==> src/rtl/l2_port_arbiter.sv <==
// l2_port_arbiter
// Shares the single L2 line-fill port between the L1 D-cache (dc), the L1
// I-cache (ic) and the prefetcher (pf). One fill is in flight at a time.
// Demand requesters alternate round-robin. The prefetcher is served when
// demand is idle, or when it has lost STARVE_LIMIT arbitrations in a row.
// The fill line is broadcast on fill_data. Only the owner sees its done pulse.

module l2_port_arbiter #(
  parameter int ADDR_WIDTH   = 32,
  parameter int LINE_BITS    = 256,
  parameter int OFFSET_BITS  = 5,
  parameter int STARVE_LIMIT = 4
) (
  input  logic                  clk,
  input  logic                  reset,

  input  logic                  dc_req,
  input  logic [ADDR_WIDTH-1:0] dc_addr,
  output logic                  dc_done,

  input  logic                  ic_req,
  input  logic [ADDR_WIDTH-1:0] ic_addr,
  output logic                  ic_done,

  input  logic                  pf_req,
  input  logic [ADDR_WIDTH-1:0] pf_addr,
  output logic                  pf_done,

  output logic [LINE_BITS-1:0]  fill_data,
  output logic [2:0]            grant,

  output logic [ADDR_WIDTH-1:0] l2_addr,
  output logic                  l2_request,
  input  logic [LINE_BITS-1:0]  l2_data,
  input  logic                  l2_done
);

  // The starvation counter is 4 bits wide, so the limit is truncated to that width.
  localparam logic [3:0] STARVE_MAX = 4'(STARVE_LIMIT);

  // One-hot grant encodings. Bit 0 is dc, bit 1 is ic and bit 2 is pf.
  localparam logic [2:0] GRANT_NONE = 3'b000;
  localparam logic [2:0] GRANT_DC   = 3'b001;
  localparam logic [2:0] GRANT_IC   = 3'b010;
  localparam logic [2:0] GRANT_PF   = 3'b100;

  typedef enum logic {
    IDLE = 1'b0,
    BUSY = 1'b1
  } state_t;

  state_t                  state;

  // rr_last names the demand requester served most recently: 0 is dc, 1 is ic.
  logic                    rr_last;
  logic [3:0]              starve_cnt;

  logic                    any_req;
  logic                    pf_starved;
  logic [2:0]              next_grant;
  logic [ADDR_WIDTH-1:0]   sel_addr;
  logic [ADDR_WIDTH-1:0]   aligned_addr;
  logic                    busy;

  assign any_req    = dc_req | ic_req | pf_req;
  assign pf_starved = pf_req && (starve_cnt == STARVE_MAX);
  assign busy       = (state == BUSY);

  // Choose the next owner. A starved prefetch wins first. A dc/ic tie goes
  // to the side that was not served last. Otherwise the single demand
  // requester wins, and the prefetcher gets the port when demand is idle.
  always_comb begin
    next_grant = GRANT_NONE;
    if (pf_starved) begin
      next_grant = GRANT_PF;
    end else if (dc_req && ic_req) begin
      next_grant = rr_last ? GRANT_DC : GRANT_IC;
    end else if (dc_req) begin
      next_grant = GRANT_DC;
    end else if (ic_req) begin
      next_grant = GRANT_IC;
    end else if (pf_req) begin
      next_grant = GRANT_PF;
    end
  end

  // Route the winner's address and clear the line offset before it goes to L2.
  always_comb begin
    sel_addr = '0;
    unique case (next_grant)
      GRANT_DC: sel_addr = dc_addr;
      GRANT_IC: sel_addr = ic_addr;
      GRANT_PF: sel_addr = pf_addr;
      default:  sel_addr = '0;
    endcase
    aligned_addr = {sel_addr[ADDR_WIDTH-1:OFFSET_BITS], {OFFSET_BITS{1'b0}}};
  end

  // Arbitration FSM. It holds the registered grant, L2 request and address,
  // plus the round-robin pointer and the prefetch starvation counter.
  always_ff @(posedge clk or posedge reset) begin
    if (reset) begin
      state      <= IDLE;
      grant      <= GRANT_NONE;
      l2_request <= 1'b0;
      l2_addr    <= '0;
      rr_last    <= 1'b1;
      starve_cnt <= 4'd0;
    end else begin
      if (!pf_req) begin
        starve_cnt <= 4'd0;
      end else if (state == IDLE) begin
        if (next_grant == GRANT_PF) begin
          starve_cnt <= 4'd0;
        end else if (starve_cnt != STARVE_MAX) begin
          starve_cnt <= starve_cnt + 4'd1;
        end
      end

      unique case (state)
        IDLE: begin
          if (any_req) begin
            grant      <= next_grant;
            l2_addr    <= aligned_addr;
            l2_request <= 1'b1;
            state      <= BUSY;
          end
        end
        BUSY: begin
          if (l2_done) begin
            if (grant == GRANT_DC) begin
              rr_last <= 1'b0;
            end else if (grant == GRANT_IC) begin
              rr_last <= 1'b1;
            end
            grant      <= GRANT_NONE;
            l2_request <= 1'b0;
            state      <= IDLE;
          end
        end
        default: begin
          state <= IDLE;
        end
      endcase
    end
  end

  // Pass L2 completion straight through to the current owner only.
  // Gating with BUSY drops a stray l2_done in IDLE, and reset clears it
  // at once because state is reset asynchronously.
  always_comb begin
    dc_done = busy && grant[0] && l2_done;
    ic_done = busy && grant[1] && l2_done;
    pf_done = busy && grant[2] && l2_done;
  end

  assign fill_data = l2_data;

endmodule

==> config.mk <==
export PLATFORM = sky130hd
export DESIGN_NAME = l2_port_arbiter
export DESIGN_NICKNAME = d
export VERILOG_FILES = /design/src/rtl/l2_port_arbiter.sv
export SDC_FILE = /design/constraint.sdc
export NUM_CORES = 1
export LEC_CHECK = 0
export BUFFER_PORTS_ARGS = -buffer_cell sky130_fd_sc_hd__buf_4
export CAP_MARGIN = 20
export CELL_PAD_IN_SITES_DETAIL_PLACEMENT = 1
export CELL_PAD_IN_SITES_GLOBAL_PLACEMENT = 1
export CORE_AREA = 3 3 254 256
export DETAILED_ROUTE_END_ITERATION = 6
export DIE_AREA = 0 0 257 259
export GPL_TIMING_DRIVEN = 1
export HOLD_SLACK_MARGIN = 0.06
export PLACE_DENSITY_LB_ADDON = 0.08
export SYNTH_ARGS = -nofsm -noshare
export SYNTH_HDL_FRONTEND = slang
export SYNTH_SLANG_ARGS = --single-unit
==> constraint.sdc <==
create_clock -name clk -period 1.67 [get_ports clk]
set_input_delay 0.0835 -clock clk [delete_from_list [all_inputs] [get_ports clk]]
set_output_delay 0.0835 -clock clk [all_outputs]
set_load 0.05 [all_outputs]
Word-level counts from Yosys, hierarchy flattened. Index checks and enable logic that the tools add are counted.

Muxes and demuxes: 22. Eq/ne operators: 11. Add/sub/neg operators: 1. Reductions and logical operators: 13. Bitwise operators: 3.

Operator list (count): $pmux W32 S3 (1); $mux W3 (7); $mux W4 (4); $logic_and A1 B1 Y1 (8); $eq A3 B1 Y1 const B (2); $eq A3 B2 Y1 const B (2); $mux W1 (6); $ne A2 B2 Y1 const B (3); $pmux W3 S2 (1); $reduce_and A2 Y1 (3); $add A4 B1 Y4 const B (1); $eq A4 B3 Y1 const B (1); $ne A4 B3 Y1 const B (1); $pmux W1 S2 (2); $eq A3 B3 Y1 const B (1); $ne A3 B1 Y1 const B (1); $reduce_and A3 Y1 (1); $mux W2 (1); $or A1 B1 Y1 (2); $reduce_bool A2 Y1 (1); $not A1 Y1 (1).

Bits in registers: 37. Input bits: 358.

Logic depth before layout (Yosys ltp).
Depth in word-level cells: 9. Mapped depth: 8. Mapped depth without buffers: 6.

Worst setup path after synthesis. OpenSTA, ideal clock, no wires.

Path kind: reg-to-reg. From: reg starve_cnt[0]. To: reg l2_addr[10]. Path buffers: 2. Cell stages (with the launch flop): 9. Data arrival time: 1.497 ns. Slack: 0.036 ns. Library setup time: 0.137 ns. Cells stage by stage: dfrtp_1 inv_1 ha_1 nand4b_1 and3_1 buf_6 buf_6 a222oi_1 a21oi_1.

Longest elaborated chain between the ends: 5. Elaborated cells between the ends (all ways): 7. Classes of those cells: eq/ne: 4; mux: 2; reduce/logical: 1.

RTL lines: start: declaration (RTL line 56) `logic [3:0] starve_cnt;`; start signal: assignment (RTL line 116) `starve_cnt <= starve_cnt + 4'd1;`; $eq A4 B3 Y1 (*) (RTL line 66) `assign pf_starved = pf_req && (starve_cnt == STARVE_MAX);`; $logic_and A1 B1 Y1 (*) (RTL line 66); $mux W3 (*) (RTL line 74) `if (pf_starved) begin`; $eq A3 B3 Y1 (tied with other cells) (RTL line 90) `unique case (next_grant)`; $pmux W32 S3 (*) (RTL line 90); end signal: assignment (RTL line 124) `l2_addr <= aligned_addr;`; end: declaration (RTL line 32) `output logic [ADDR_WIDTH-1:0] l2_addr,`.

Mark *: on every way between the ends. The rest lies on a longest branch, timed or not. A chain may end at the register's enable or synchronous reset.

Final worst setup path.
From: reg starve_cnt[1]. To: reg l2_addr[7].

Same word-level chain as after synthesis.

==> run_results.csv <==
group,metric,value,unit
worst_setup_path,crit_arrival,2050,ps
clocking,h-tree-depth,2,
synthesis,synthCells,452,
power_and_ir_drop,netSwitchingFraction,42.3,%
synthesis,synth.largest_area_cell,"buf_4",
die,row_count,92,
detailed_routing,routed_wl,15500,um
run,cap_violations,0,
worst_setup_path,reg2reg_from,"starve_cnt[1]",
synthesis,syn_area,3790,um^2
final_layout,layout.cells.non_filler,1190,
power_and_ir_drop,ir_worst_vdd,332,uV
synthesis,synthTopCellsByArea,"buf_4, dfrtp_1, a222oi_1",
sta,clock_skew,12.1,ps
power_and_ir_drop,p_clk_share,27.0,%
placed_design,hpwlAfterDp,12400,um
detailed_routing,drt_iter0_drc,221,
clocking,clockBufferDepth,2,
final_layout,antennaDiodeCount,0,
sta,slew_headroom,64.8,%
sta,min_period,1890,ps
power_and_ir_drop,p_int,2500,uW
clocking,root_buffer,"clkbuf_16",
worst_setup_path,worstSetupPathType,"flip-flop to flip-flop",
synthesis,async_flop_share,100,%
outcome,outcome,"finished with violations",
worst_hold_path,worstHoldStart,"ic_addr[14]",
worst_setup_path,cp_max_fo,8,
final_layout,post-route-util,6.85,%
placed_design,dp.cells,1174,
sta,setup_viol,29,
placed_design,gp_congestion,0.642,
sta,final_hold_viol_count,0,
worst_setup_path,timing.rr.end,"l2_addr[7]",
die,die-area,66600,um^2
synthesis,netlist.area_leader.share,51.8,%
detailed_routing,drc,0,
sta,timing.final.crit_share,113,%
synthesis,synth_cell_types,29,
synthesis,ys_seq_area_share,24.4,%
worst_hold_path,min_path_type,"primary input to flip-flop",
power_and_ir_drop,sequentialPowerShare,28.7,%
worst_setup_path,cp-end-kind,"flip-flop",
outcome,violations,"setup timing",
power_and_ir_drop,switchingPower,1830,uW
sta,clock.fmax,530,MHz
clocking,cts.sinks,37,
synthesis,synth_flop_cell,"dfrtp_1",
final_layout,final_cell_mix,"buf_4, dfrtp_1, nor2_1",
sta,rsz0062_at_grt,"true",
worst_hold_path,holdPathEnd,"l2_addr[14]",
detailed_routing,vias_per_cell,2.13,
grt,grt_overflow,0,
power_and_ir_drop,cellPowerDensity,1010,nW/um^2
worst_setup_path,worst_path_largest_cell_delay,380,ps
clocking,numCtsBuffers,5,
worst_setup_path,rr_worst_depth,8,
grt,grt_pass1_wl,21600,um
clocking,clk_pin_slew_worst_paths,70,ps
detailed_routing,wl_per_cell,13.0,um
grt,grt_max_degree,41,
worst_setup_path,worstPathRequired,1840,ps
grt,track_usage,4.55,%
clocking,cts_tree,"built",
synthesis,synth_area_per_cell,8.40,um^2
synthesis,ys_ff_latch,37,
final_layout,layout_commonest_cell,"buf_4",
worst_setup_path,worst-r2r-setup-slack,-220,ps
detailed_routing,antenna_left,0,
worst_hold_path,hold_depth,3,
final_layout,nets,703,
die,ios,653,
synthesis,yosysWarnings,0,
detailed_routing,vias,2537,
sta,final-max-slew-violation-count,0,
clocking,insertion_delay,300,ps
final_layout,syn_to_final_growth,13.2,%
worst_setup_path,cp-start-kind,"flip-flop",
power_and_ir_drop,p_leak,0.00162,uW
sta,tightest_slew,526,ps
worst_setup_path,slowest_stage,"dfrtp_1",
grt,antenna_found_initial,0,
synthesis,synth_edf_count,0,
placed_design,portBuffers,120,
die,die_w,257,um
sta,layout_setup_ws,-216,ps
final_layout,layout-drive-gt1-share,50.3,%
die,die_h,259,um
die,start_util,6.05,%
grt,grt_pass1_vias,3016,
power_and_ir_drop,p_comb_share,44.3,%
die,core_area,62700,um^2
worst_setup_path,path_cells,"inv_1 > ha_2 > nand4b_1 > and3_4 > buf_12 > buf_6 > a222oi_1 > a21oi_1",
detailed_routing,dr.pass1.iters,6,
[Yosys cell counts, types with 2 or more instances]
cell type and count:
buf_4 262, dfrtp_1 36, a21oi_1 32, nor2_1 30, a222oi_1 27, nand2_1 13, buf_2 6, inv_1 6
nand3_1 5, and3_1 4, buf_6 4, o21ai_0 4, clkbuf_1 3, buf_1 2, ha_1 2, nor3_1 2
or3_1 2
[sequential cells by signal, indices dropped and copies added, names as in the netlist]
signal / cells
busy: 1
grant: 3
l2_addr: 27
starve_cnt: 4
rr_last: 1
l2_request: 1
[layout make-up]
class,count,area (um^2)
Fill cell,7454,58400
Timing Repair Buffer,157,1270
Tap cell,846,1060
Sequential cell,37,927
Multi-Input combinational cell,136,847
Clock buffer,6,129
Clock inverter,2,38.8
Inverter,6,22.5
[how the worst max path moves through the flow]
stage	start	end	slack (ps)	cells after the start
finish	starve_cnt[1]	l2_addr[7]	-220	8
global route	starve_cnt[1]	l2_addr[7]	-360	8
CTS	starve_cnt[0]	l2_addr[21]	-260	7
detailed placement	starve_cnt[0]	l2_addr[21]	-450	7
global placement	starve_cnt[1]	l2_addr[21]	-420	7
floorplan	starve_cnt[0]	l2_addr[10]	40	8
[metal layers]
| metal | track usage (%) | vias up | wire (um) | share of wire, % |
|---|---|---|---|---|
| met5 | 0 | - | 0 | 0 |
| met4 | 2.98 | 0 | 798 | 5.2 |
| met3 | 3.22 | 68 | 2100 | 14 |
| met2 | 7.24 | 249 | 7380 | 48 |
| met1 | 4.18 | 1190 | 5180 | 34 |
| li1 | - | 1030 | - | - |
[critical path: cells and delay by family, from the launching register on]
| kind | cells | cell delay (ps) |
|---|---|---|
| compound gates | 2 | 460 |
| simple gates | 2 | 400 |
| flops | 1 | 380 |
| buf+inv | 3 | 320 |
| fa+ha+maj | 1 | 170 |
[logic make-up after synthesis]
logic type / Yosys count / synth area share (%)
flip-flops: 37 / 24.4
adder cells (fa/ha/maj): 2 / 0.659
other: 1 / 0.0988
AO/OA/AOI/OAI: 66 / 12.4
buffers and inverters: 283 / 54.9
AND/OR/NAND/NOR: 63 / 7.55
[repair_timing]
action,CTS,global route
gates resized for setup,12,1
hold buffers,2,0
pin swaps,49,14
endpoints found under the setup margin,28,29
buffers inserted,7,1
hold endpoints to repair,37,0
[power by group through the flow]
stage / logic [uW] / registers, uW / clock network, uW
6_report: 1920 / 1250 / 1170
5_1_grt: 2080 / 1280 / 1300
4_1_cts: 1990 / 1260 / 1290
3_5_place_dp: 1920 / 1270 / 0
3_3_place_gp: 1940 / 1280 / 0
2_1_floorplan: 2110 / 1840 / 0
[metrics by stage]
step	TNS (ps)	hold slack, ps	instance area (um^2)	power [uW]	setup WS, ps
after floorplan	0	262	3810	3950	35.6
after global placement	-5570	-48.9	4000	3210	-420
after detailed placement	-7320	-52.9	4000	3190	-450
after CTS	-5320	62.3	4290	4540	-264
after global routing	-8070	76.6	4300	4660	-363
final	-4610	85.4	4300	4330	-216
Power figures use the tool's default switching activity.
